`src/rtl/mips_pkg.sv`:
```
// Shared definitions for the MIPS boot path: loader FSM states and the
// framing constants of the program image byte stream.
package mips_pkg;

    // Image framing
    localparam int HDR_LEN        = 2;   // count_hi, count_lo
    localparam int BYTES_PER_WORD = 4;   // big-endian instruction bytes
    localparam int INSTR_W        = 32;  // instruction word width

    // Loader FSM states
    typedef enum logic [2:0] {
        LD_HDR_HI = 3'd0,
        LD_HDR_LO = 3'd1,
        LD_WORD   = 3'd2,
        LD_CHK    = 3'd3,
        LD_FINISH = 3'd4,
        LD_DONE   = 3'd5,
        LD_ERROR  = 3'd6
    } loader_state_e;

endpackage

```
`src/rtl/imem_word_packer.sv`:
```
// Assembles a big-endian byte stream into 32-bit instruction words.
// Byte 0 of a word ends up in [31:24], byte 3 in [7:0]. word_valid is a
// one-cycle registered pulse the cycle after the 4th byte is taken, with
// word holding the assembled value from then on.
module imem_word_packer
    import mips_pkg::*;
(
    input  logic               clk,
    input  logic               rst_n,
    input  logic               clear,
    input  logic               byte_en,
    input  logic [7:0]         byte_data,
    output logic               last_byte,
    output logic               word_valid,
    output logic [INSTR_W-1:0] word
);

    localparam int                IDX_W    = $clog2(BYTES_PER_WORD);
    localparam logic [IDX_W-1:0]  IDX_LAST = IDX_W'(BYTES_PER_WORD - 1);

    logic [IDX_W-1:0]   idx;
    logic [INSTR_W-9:0] shift;

    // Final byte of the current word is being taken this cycle
    assign last_byte = byte_en && (idx == IDX_LAST);

    // Byte-index counter, shift register and registered word output
    always_ff @(posedge clk or negedge rst_n) begin
        if (!rst_n) begin
            idx        <= '0;
            shift      <= '0;
            word       <= '0;
            word_valid <= 1'b0;
        end else begin
            word_valid <= 1'b0;
            if (clear) begin
                idx   <= '0;
                shift <= '0;
                word  <= '0;
            end else if (byte_en) begin
                if (last_byte) begin
                    word       <= {shift, byte_data};
                    word_valid <= 1'b1;
                    idx        <= '0;
                    shift      <= '0;
                end else begin
                    shift <= {shift[INSTR_W-17:0], byte_data};
                    idx   <= idx + IDX_W'(1);
                end
            end
        end
    end

endmodule

```
`src/rtl/imem_loader.sv`:
```
// Boot-time program loader in front of the instruction memory.
// Takes a byte stream (16-bit big-endian word count, then the words MSB
// first), writes words to consecutive addresses from 0, then releases the
// core. Build option: define LOADER_CHECKSUM_EN to expect a trailing XOR
// checksum byte covering every header and word byte.
//
// Handshake: a byte moves only on a cycle where byte_valid && byte_ready;
// byte_ready depends on state only (never on byte_valid), is low in reset
// and low on the cycle restart is high.
module imem_loader
    import mips_pkg::*;
#(
    parameter int ADDR_W = 8
) (
    input  logic              clk,
    input  logic              rst_n,
    input  logic              byte_valid,
    input  logic [7:0]        byte_data,
    output logic              byte_ready,
    input  logic              restart,
    output logic              im_we,
    output logic [ADDR_W-1:0] im_addr,
    output logic [31:0]       im_wdata,
    output logic              cpu_run,
    output logic              done,
    output logic              error
);

`ifdef LOADER_CHECKSUM_EN
    localparam loader_state_e AFTER_WORDS = LD_CHK;
`else
    localparam loader_state_e AFTER_WORDS = LD_FINISH;
`endif

    loader_state_e       state;
    loader_state_e       next_state;
    logic                accept;
    logic                pack_en;
    logic                last_byte;
    logic                word_valid;
    logic [INSTR_W-1:0]  word;
    logic [7:0]          cnt_hi;
    logic [15:0]         cnt_n;
    logic [ADDR_W:0]     wcnt;      // one extra bit so 2^ADDR_W words fit
    logic [ADDR_W-1:0]   addr_q;
    logic [16:0]         hdr_n;
    logic [16:0]         cap;
    logic                last_word;
    logic                done_d;
    logic                done_q;
    logic                error_q;
`ifdef LOADER_CHECKSUM_EN
    logic [7:0]          chk_q;
`endif

    assign hdr_n     = {1'b0, cnt_hi, byte_data};
    assign cap       = 17'd1 << ADDR_W;
    assign last_word = (17'(wcnt) + 17'd1) == {1'b0, cnt_n};
    assign accept    = byte_valid && byte_ready;
    assign pack_en   = accept && (state == LD_WORD);

    // Ready only in byte-consuming states, never in reset or a restart cycle
    always_comb begin
        byte_ready = 1'b0;
        case (state)
            LD_HDR_HI, LD_HDR_LO, LD_WORD, LD_CHK: byte_ready = 1'b1;
            default:                                byte_ready = 1'b0;
        endcase
        if (restart || !rst_n) byte_ready = 1'b0;
    end

    // Next-state decode
    always_comb begin
        next_state = state;
        if (restart) begin
            next_state = LD_HDR_HI;
        end else begin
            case (state)
                LD_HDR_HI: if (accept) next_state = LD_HDR_LO;
                LD_HDR_LO: begin
                    if (accept) begin
                        if (hdr_n > cap)         next_state = LD_ERROR;
                        else if (hdr_n == 17'd0) next_state = AFTER_WORDS;
                        else                     next_state = LD_WORD;
                    end
                end
                LD_WORD:   if (last_byte && last_word) next_state = AFTER_WORDS;
`ifdef LOADER_CHECKSUM_EN
                LD_CHK: begin
                    if (accept) next_state = (byte_data == chk_q) ? LD_FINISH : LD_ERROR;
                end
`endif
                LD_FINISH: next_state = LD_DONE;
                default:   next_state = state;
            endcase
        end
    end

    // done goes high the cycle after the last accepted byte, except after a
    // final word, where it waits one more cycle so it follows that word's write.
    assign done_d = (next_state == LD_DONE) ||
                    ((next_state == LD_FINISH) && (state != LD_WORD));

    // State and status registers
    always_ff @(posedge clk or negedge rst_n) begin
        if (!rst_n) begin
            state   <= LD_HDR_HI;
            done_q  <= 1'b0;
            error_q <= 1'b0;
        end else begin
            state   <= next_state;
            done_q  <= done_d;
            error_q <= (next_state == LD_ERROR);
        end
    end

    // Header capture and word/address counters
    always_ff @(posedge clk or negedge rst_n) begin
        if (!rst_n) begin
            cnt_hi <= '0;
            cnt_n  <= '0;
            wcnt   <= '0;
            addr_q <= '0;
        end else if (restart) begin
            cnt_hi <= '0;
            cnt_n  <= '0;
            wcnt   <= '0;
            addr_q <= '0;
        end else begin
            if (accept && (state == LD_HDR_HI)) cnt_hi <= byte_data;
            if (accept && (state == LD_HDR_LO)) cnt_n  <= hdr_n[15:0];
            if (last_byte) begin
                addr_q <= wcnt[ADDR_W-1:0];
                wcnt   <= wcnt + (ADDR_W+1)'(1);
            end
        end
    end

`ifdef LOADER_CHECKSUM_EN
    // Running XOR of header and word bytes
    always_ff @(posedge clk or negedge rst_n) begin
        if (!rst_n) begin
            chk_q <= '0;
        end else if (restart) begin
            chk_q <= '0;
        end else if (accept && (state != LD_CHK)) begin
            chk_q <= chk_q ^ byte_data;
        end
    end
`endif

    imem_word_packer u_packer (
        .clk        (clk),
        .rst_n      (rst_n),
        .clear      (restart),
        .byte_en    (pack_en),
        .byte_data  (byte_data),
        .last_byte  (last_byte),
        .word_valid (word_valid),
        .word       (word)
    );

    assign im_we    = word_valid;
    assign im_wdata = word;
    assign im_addr  = addr_q;
    assign done     = done_q;
    assign cpu_run  = done_q;
    assign error    = error_q;

endmodule

```
`config.mk`:
```
export PLATFORM = sky130hd
export DESIGN_NAME = imem_loader
export DESIGN_NICKNAME = d
export VERILOG_FILES = /design/src/rtl/mips_pkg.sv /design/src/rtl/imem_word_packer.sv /design/src/rtl/imem_loader.sv
export SDC_FILE = /design/constraint.sdc
export NUM_CORES = 1
export LEC_CHECK = 0
export BUFFER_PORTS_ARGS = -buffer_cell sky130_fd_sc_hd__buf_2
export CAP_MARGIN = 10
export CORE_AREA = 2 2 114 94
export DETAILED_ROUTE_END_ITERATION = 10
export DIE_AREA = 0 0 116 96
export HOLD_SLACK_MARGIN = 0.12
export PLACE_DENSITY = 0.66
export SLEW_MARGIN = 20
export SYNTH_ARGS = -nofsm -noshare
export SYNTH_HDL_FRONTEND = slang
export SYNTH_SLANG_ARGS = --single-unit
```
`constraint.sdc`:
```
create_clock -name clk -period 2.3 [get_ports clk]
set_input_delay 0.115 -clock clk [delete_from_list [all_inputs] [get_ports clk]]
set_output_delay 0.115 -clock clk [all_outputs]
set_load 0.005 [all_outputs]
```
Yosys cells after proc, flatten, opt, wreduce, memory -nomap -nowiden

Index checks and enable logic that the tools add are counted.

Register bits after elaboration: 105
Input port bits: 12
Output and inout port bits: 45

Add/sub/neg operators: 3
Order comparisons: 1
Eq/ne operators: 10
Reductions and logical operators: 18
Multiplexer cells: 29

Operators by type and width:

| operator             | count |
|---|---|
| $mux 32              | 3 |
| $mux 24              | 3 |
| $mux 16              | 2 |
| $mux 8               | 4 |
| $mux 3               | 6 |
| $mux 9               | 2 |
| $logic_not 17->1     | 1 |
| $eq 10x16->1         | 1 |
| $gt 16x9->1 const B  | 1 |
| $eq 3x3->1 const B   | 4 |
| $pmux 3 s4           | 1 |
| $add 9x1->10 const B | 1 |
| $add 9x1->9 const B  | 1 |
| $reduce_bool 2->1    | 4 |
| $logic_and 1x1->1    | 7 |
| $eq 3x2->1 const B   | 2 |
| $mux 2               | 3 |
| $mux 1               | 5 |
| $reduce_or 4->1      | 1 |
| $eq 3x1->1 const B   | 1 |
| $logic_not 3->1      | 1 |
| $ne 3x2->1 const B   | 1 |
| $add 2x1->2 const B  | 1 |
| $eq 2x2->1 const B   | 1 |
| 3 further kinds      | 4 |

Depth between registers and ports, before layout

Gate-level depths: netlist of the first run.

Depth after elaboration: 14
Mapped depth: 9
Mapped depth without buffers: 7

By module

From an unflattened synthesis of the first run, not the netlist that was laid out.

Cell total of the unflattened synthesis: 462
Area total of the unflattened synthesis: 4877.2 µm²

Modules (own cells, without submodules):

| module           | area each (µm²) | cells each | sequential area each (µm²) | times used |
|---|---|---|---|---|
| imem_word_packer | 2585.0          | 215        | 1476.4                     | 1 |
| imem_loader      | 2292.2          | 247        | 1151.1                     | 1 |

Worst setup path after synthesis of the first run

OpenSTA, ideal clock, no wires.

Path kind: register -> register
From: register wcnt[0]
To: register done_q, in the netlist cpu_run
Arrival: 1.896 ns
Data required time: 2.235 ns
Period minus slack after synthesis: 1.961 ns
Library setup time: 0.065 ns
Buffers on the path: 0
Path slack: 0.339 ns
Cell stages (with the launch flop): 8
Cell sequence: dfrtp_1 ha_1 nand3_2 or3_1 a21oi_1 o2111ai_1 o31ai_2 and2b_1

Cells in the longest elaborated chain, start to end: 9
Elaborated cells on any way between the ends: 10
Those cells by class: add/sub (1); eq/ne (3); mux (3); reduce/logical (3)

RTL lines:

| element                  | line               | source |
|---|---|---|
| start: declaration       | imem_loader.sv:44  | `logic [ADDR_W:0] wcnt;` |
| start signal: assignment | imem_loader.sv:134 | `wcnt <= wcnt + (ADDR_W+1)'(1);` |
| $add 9x1->10 (*)         | imem_loader.sv:58  | `assign last_word = (17'(wcnt) + 17'd1) == {1'b0, cnt_n};` |
| $eq 10x16->1 (*)         | imem_loader.sv:58  |  |
| $logic_and 1x1->1 (*)    | imem_loader.sv:87  | `LD_WORD: if (last_byte && last_word) next_state = AFTER_WORDS;` |
| $mux 3 (*)               | imem_loader.sv:87  |  |
| $pmux 3 s4 (*)           | imem_loader.sv:78  | `case (state)` |
| $mux 3 (*)               | imem_loader.sv:75  | `if (restart) begin` |
| $eq 3x3->1               | imem_loader.sv:102 | `((next_state == LD_FINISH) && (state != LD_WORD));` |
| $logic_and 1x1->1        | imem_loader.sv:102 |  |
| $logic_or 1x1->1 (*)     | imem_loader.sv:101 | `assign done_d = (next_state == LD_DONE) \|\|` |
| named net done_d         | imem_loader.sv:49  | `logic done_d;` |
| end signal: assignment   | imem_loader.sv:112 | `done_q <= done_d;` |
| end: declaration         | imem_loader.sv:50  | `logic done_q;` |

Mark *: on every way through the listed nets, which the timed path passes. The rest lies on a longest branch.
A chain may end at the register's enable or synchronous reset.

Worst setup path after layout of the first run

From: register wcnt[1]
To: register error_q, in the netlist error

Cells in the longest elaborated chain, start to end: 7

RTL lines:

| element                | line               | source |
|---|---|---|
| $add 9x1->10           | imem_loader.sv:58  |  |
| $eq 10x16->1           | imem_loader.sv:58  |  |
| $logic_and 1x1->1      | imem_loader.sv:87  |  |
| $mux 3                 | imem_loader.sv:87  |  |
| $pmux 3 s4             | imem_loader.sv:78  |  |
| $mux 3                 | imem_loader.sv:75  |  |
| $eq 3x3->1             | imem_loader.sv:113 | `error_q <= (next_state == LD_ERROR);` |
| end signal: assignment | imem_loader.sv:113 |  |
| end: declaration       | imem_loader.sv:51  | `logic error_q;` |

Every way passes these cells.

==> qor.yml, run 1 <==
routing:
  drcViolationCount: 0
  drt_iter0_drc: 255
  wl_per_cell_um: 15.7
  drtPass1Iterations: 4
  via_per_inst: 5.38
  wl_um: 11300
  vias: 3870
  ant_nets: 0
timing:
  setup_viol: 0
  fin_crit_ps: 2050
  worst_pin_slew_ps: 631
  slew_headroom_pct: 57.8
  slew_viol_final: 0
  final-hold-violation-count: 0
  period_share_pct: 89.0
  skew_ps: 5.55
  max_freq_mhz: 488
grt:
  grt_max_degree: 101
  antenna_found_initial: 0
  grt_overflow_total: 0
  grt_pass1_vias: 3572
  track_usage_pct: 22.0
  grt_pass1_wl_um: 18800
status:
  status: "completed"
floorplanning:
  rows: 33
  die_area_um2: 11100
  initial_utilization_pct: 48.5
  die_w_um: 116
  io_pins: 57
  core_um2: 9990
  die_h_um: 96
synth:
  yosys_register_bits: 105
  synthXorXnorAreaFrac_pct: 1.99
  synth_compound_area_share_pct: 10.0
  synthMuxAreaShare_pct: 1.86
  synth_area_leaders: "dfrtp_1 (54%), nand2_1 (10%), a21oi_1 (5.5%)"
  async_reset_ff_share_pct: 100
  yosysSeqAreaShare_pct: 54.2
  avgSynthCellArea_um2: 9.21
  synthCells: 526
  yosysTopAreaCell: "dfrtp_1"
  synth_edf_count: 0
  synth-warning-count: 0
  syn_area_um2: 4840
  syn_nets: 540
  yosys.area_share.simple_pct: 27.9
  synth_top_area_share_pct: 54.2
  synth_top_family_by_area: "simple AND/OR/NAND/NOR gates"
  synth_ff_type: "dfrtp_1"
  synthAdderAreaFrac_pct: 0.517
  ys_types: 43
setup_path:
  r2r_start: "wcnt[1]$_DFFE_PN0N_"
  critical_path_buf_inv_count: 0
  crit_arrival_ps: 2240
  critPathMaxFanout: 7
  cp_slowest_cell: "dfrtp_2"
  cp.required_ps: 2500
  r2r_setup_slack_ps: 250
  rr_worst_depth: 7
  path_depth: 7
  crit_chain: "ha_4 -> nand3_2 -> or3_1 -> a21oi_1 -> o2111ai_1 -> o31ai_2 -> a211oi_1"
  critPathMaxStageDelay_ps: 440
  r2r-end: "error$_DFF_PN0_"
  end_kind: "flop"
  crit_family: "compound AO/OA/AOI/OAI gates"
  cp-start-kind: "flop"
  worstSetupPathType: "reg2reg"
clock_tree:
  cts_buffers: 9
  clk_latency_ps: 340
  cts.sinks: 105
  clock_path_buffers: 2
  cts.clk_slew.worst_paths_ps: 70
  tritoncts: "built"
  root_buffer: "clkbuf_16"
  h-tree-depth: 3
layout:
  n_antenna_cell: 0
  fin_nets: 589
  stdcell_count: 720
  final_util_pct: 56.6
  drive_above_1_share_pct: 15.5
  syn2layout_area_growth_pct: 16.8
flow_run:
  maxCapViolations: 0
power:
  p_sw_share_pct: 21.5
  powerDensity_nw_per_um2: 646
  p_sw_uw: 784
  p_leak_uw: 0.00279
  power_frac_seq_pct: 51.1
  peakVddDrop_mv: 0.444
  p_clk_share_pct: 44.4
  power.internal_uw: 2870
  p_comb_share_pct: 4.5
placement:
  dp.cells: 695
  globalplace.congestion: 0.852
  place_hpwl_um: 7360
  numPortBuffers: 56
hold_path:
  hold_class: "in2async"
[kinds of logic (layout without fill, tap and decap cells)]
kind of cell | Yosys count | count (layout)
and+or+nand+nor | 272 | 272
DFF | 105 | 105
muxes | 9 | 9
xor gates and xnor gates | 11 | 11
buffers and inverters | 40 | 94
AOI/OAI and AO/OA | 87 | 87
adders and majority gates | 2 | 2
[state kept, by name (all words and copies together) (netlist names)]
register / flops
wcnt: 9
u_packer.idx: 2
state: 3
im_addr: 8
cnt_hi: 8
cnt_n: 16
u_packer.shift: 24
error: 1
cpu_run: 1
u_packer.word_valid: 1
u_packer.word: 32
[final cells by class]
cell class,count,area [um^2]
Inverter,2,7.51
Fill cell,930,4330
Timing Repair Buffer,76,468
Tap cell,140,175
Sequential cell,105,2630
Clock buffer,12,236
Multi-Input combinational cell,381,2070
Clock inverter,4,76.3
[synth_stat cells, drive strengths merged (4+ instances only)]
library cell  number
nor3b             27
nand3              5
o31ai              5
buf               15
xnor2              6
nand2            131
clkbuf            23
xor2               5
nor3               4
nor2              52
nor4               7
a21oi             53
mux2i              9
nand3b            34
dfrtp            105
o21ai             19
[routing by layer]
| metal | share of wire, % | global-route usage (%) |
|---|---|---|
| met1 | 51 | 34.1 |
| met2 | 43 | 31.7 |
| met4 | 0.84 | 5.36 |
| met5 | 0 | 0 |
| met3 | 4.9 | 4.41 |
[power groups by stage]
stage	sequential, uW	clock, uW	combinational (uW)
global route	1870	1760	184
floorplan	1900	0	72.0
CTS	1870	1670	168
global placement	1900	0	155
finish	1870	1620	165
detailed placement	1900	0	156
[timing repair]
action | 4_1_cts | 5_1_grt
buffers inserted | 0 | 0
endpoints found under the setup margin | 0 | 3
endpoints found under the hold margin | 124 | 0
gates resized for setup | 0 | 4
hold buffers | 9 | 0
[how the worst max path moves through the flow]
stage                                    to                 from
after floorplan           cpu_run$_DFF_PN0_  wcnt[0]$_DFFE_PN0N_
after global placement      error$_DFF_PN0_  wcnt[1]$_DFFE_PN0N_
after detailed placement    error$_DFF_PN0_  wcnt[1]$_DFFE_PN0N_
after CTS                   error$_DFF_PN0_  wcnt[1]$_DFFE_PN0N_
after global routing        error$_DFF_PN0_  wcnt[2]$_DFFE_PN0N_
final                       error$_DFF_PN0_  wcnt[1]$_DFFE_PN0N_
[cell usage in the layout (no fill, tap or decap), types with 2 or more instances in the layout]
master         Yosys  layout
nor4_2             2       2
nor4_1             5       5
a21oi_1           53      53
o21ai_0           19      19
dlygate4sd3_1      0       9
nor2_1            52      52
dfrtp_1          105     104
nor3_1             4       4
clkbuf_16          0       9
o31ai_1            4       4
inv_1              2       2
bufinv_16          0       2
nand3_2            1       2
and3b_1            2       2
nand3_1            4       3
buf_4              3      11
nor3b_1           27      27
nand3b_1          34      34
clkbuf_1          23       3
or3_1              2       2
xor2_1             5       5
buf_2              6      55
nand2_1          130     130
mux2i_1            9       9
xnor2_1            6       6
and3_1             2       2
[metrics by stage]
stage / TNS [ps] / setup WS [ps] / hold slack [ps] / instance area [um^2] / total power, uW
5_1_grt: -0.118 / -0.118 / 170 / 5660 / 3810
4_1_cts: 0 / 39.0 / 138 / 5640 / 3700
3_5_place_dp: 0 / 59.6 / -30.7 / 5240 / 2060
3_3_place_gp: 0 / 178 / -34.3 / 5240 / 2060
6_report: 0 / 252 / 153 / 5660 / 3650
2_1_floorplan: 0 / 339 / -181 / 4840 / 1970
Power figures use the tool's default switching activity.
==> run 2: changes to the inputs <==
- CORE_AREA: 2 2 114 94 -> 5 5 117 97
- DIE_AREA: 0 0 116 96 -> 0 0 122 102
- PLACE_DENSITY: 0.66 -> 0.69
- clock period: 2.3 -> 1.67 ns (I/O delays scaled with it)
==> run 2 against run 1 <==
Net effect:
- the flow now finishes with violations (hold timing, setup timing)
- first-iteration DRC count increased by 25%
- clock power increased by 33%
- worst setup slack got worse by 360 ps
- cell count increased by 5.6%
- global-route usage decreased by 1.9 points
- sequential share of layout area decreased by 3.9 points
- power increased by 36%
- critical path depth unchanged
- via count increased by 5.2%
- routed wire length increased by 8.2%
- critical path type unchanged
==> qor.yml, run 2 (synthesis gave the netlist of run 1 again) <==
routing:
  drt_iter0_drc: 319
  drtPass1Iterations: 5
  wl_per_cell_um: 16.1
  wl_um: 12300
  vias: 4073
  via_per_inst: 5.36
  ant_nets: 0
  drcViolationCount: 0
status:
  violations: "hold timing, setup timing"
  status: "finished with violations"
power:
  peakVddDrop_mv: 0.514
  totalPowerFinal_uw: 4980
  p_comb_share_pct: 5.2
  power.internal_uw: 3850
  powerDensity_nw_per_um2: 805
  power_frac_seq_pct: 51.6
  p_clk_share_pct: 43.2
  p_sw_uw: 1120
  p_leak_uw: 0.00303
  p_sw_share_pct: 22.6
clock_tree:
  tritoncts: "built"
  clk_latency_ps: 350
  root_buffer: "clkbuf_16"
  cts.clk_slew.worst_paths_ps: 70
  clock_path_buffers: 2
  cts_buffers: 9
  h-tree-depth: 3
  ctsHoldBuffers: 8
  cts.sinks: 105
grt:
  grt_pass1_vias: 3906
  grt_max_degree: 108
  grt_overflow_total: 0
  track_usage_pct: 20.1
  grt_pass1_wl_um: 19600
  antenna_found_initial: 0
setup_path:
  crit_family: "simple AND/OR/NAND/NOR gates"
  critPathMaxFanout: 10
  critPathMaxStageDelay_ps: 420
  crit_arrival_ps: 2030
  end_kind: "flop"
  cp.required_ps: 1920
  cp-start-kind: "flop"
  cp_slowest_cell: "dfrtp_1"
  worstSetupPathType: "reg2reg"
  critical_path_buf_inv_count: 1
  crit_chain: "nand3_1 -> buf_4 -> or3_4 -> a31o_1 -> o2111ai_2 -> o31ai_4 -> and2b_1"
layout:
  fin_nets: 629
  fill_cells: 842
  final_util_pct: 61.6
  reg.largest.list: "u_packer.word (32), u_packer.shift (24), cnt_n (16)"
  largest_reg_flops: 32
  final_cell_mix: "nand2_1 (129), dfrtp_1 (101), buf_2 (55)"
  drive_above_1_share_pct: 26.5
  syn2layout_area_growth_pct: 27.6
  n_antenna_cell: 0
  final_area_um2: 6180
  final_common_cell: "nand2_1"
  top_register: "u_packer.word"
timing:
  rsz0062_at_grt: "yes"
  period_share_pct: 107
  max_freq_mhz: 561
  final-hold-violation-count: 105
  fin_crit_ps: 1780
  fin_tns_setup_ps: -424
  worst_pin_slew_ps: 548
  slew_viol_final: 0
  hold_ws_ps: -140
  skew_ps: 5.44
  slew_headroom_pct: 63.5
  setup_slack_ps: -112
  setup_viol: 7
placement:
  pre_cts_ws_ps: -231
  placed_area_um2: 5540
  numPortBuffers: 56
  place_hpwl_um: 7640
  globalplace.congestion: 0.843
floorplanning:
  initial_utilization_pct: 48.3
  die_area_um2: 12400
  core_um2: 10000
  die_w_um: 122
  rows: 33
  die_h_um: 102
  io_pins: 57
flow_run:
  maxCapViolations: 0
hold_path:
  hold_class: "in2async"
## run 2: final timing paths
kind                            slack [ps]                              to                           start  cells after the start
worst max-delay path                  -110               cpu_run$_DFF_PN0_             wcnt[1]$_DFFE_PN0N_                      7
worst min-delay path                  -140  u_packer.shift[10]$_DFFE_PN0P_                           rst_n                      2
worst max register to register        -110               cpu_run$_DFF_PN0_             wcnt[1]$_DFFE_PN0N_                      7
worst min register to register         480   u_packer.word[27]$_DFFE_PN0P_  u_packer.shift[19]$_DFFE_PN0P_                      2
max in group asynchronous             1380             wcnt[4]$_DFFE_PN0N_                           rst_n                      2
min in group clk                       220              state[0]$_DFF_PN0_                      byte_valid                      5
## run 2: routing by layer
layer / up-vias / track usage, % / part of all wire (%)
li1: 1951 / - / -
met1: 1967 / 28.7 / 47
met2: 135 / 30.3 / 45
met3: 20 / 5.42 / 6.5
met4: 0 / 5.68 / 2.1
met5: - / 0 / 0
## run 2: power groups by stage
stage	clock [uW]	sequential, uW	combinational (uW)
after floorplan	0	2610	99.2
after global placement	0	2610	236
after detailed placement	0	2610	239
after CTS	2190	2570	254
after global routing	2300	2570	290
final	2150	2570	260
## run 2: layout make-up
| cell class | instances | area [um^2] | area share (%) |
|---|---|---|---|
| Sequential cell | 105 | 2630 | 42.6 |
| Multi-Input combinational cell | 381 | 2210 | 35.7 |
| Timing Repair Buffer | 116 | 850 | 13.7 |
| Clock buffer | 10 | 239 | 3.87 |
| Tap cell | 140 | 175 | 2.83 |
| Clock inverter | 6 | 67.6 | 1.09 |
| Inverter | 2 | 10.0 | 0.162 |
## run 2: through the flow
stage | cells | hold slack, ps
after floorplan | 526 | -212
after detailed placement | 728 | 269
after CTS | 755 | -108
after global placement | 728 | 263
after global routing | 760 | -84.5
final | 760 | -140
## run 2: repair_timing
item / in CTS / in global routing
endpoints found under the setup margin: 11 / 22
gates resized for setup: 7 / 35
pin swaps: 6 / 7
endpoints found under the hold margin: 119 / 105
buffers inserted: 3 / 2
cloned: 0 / 3
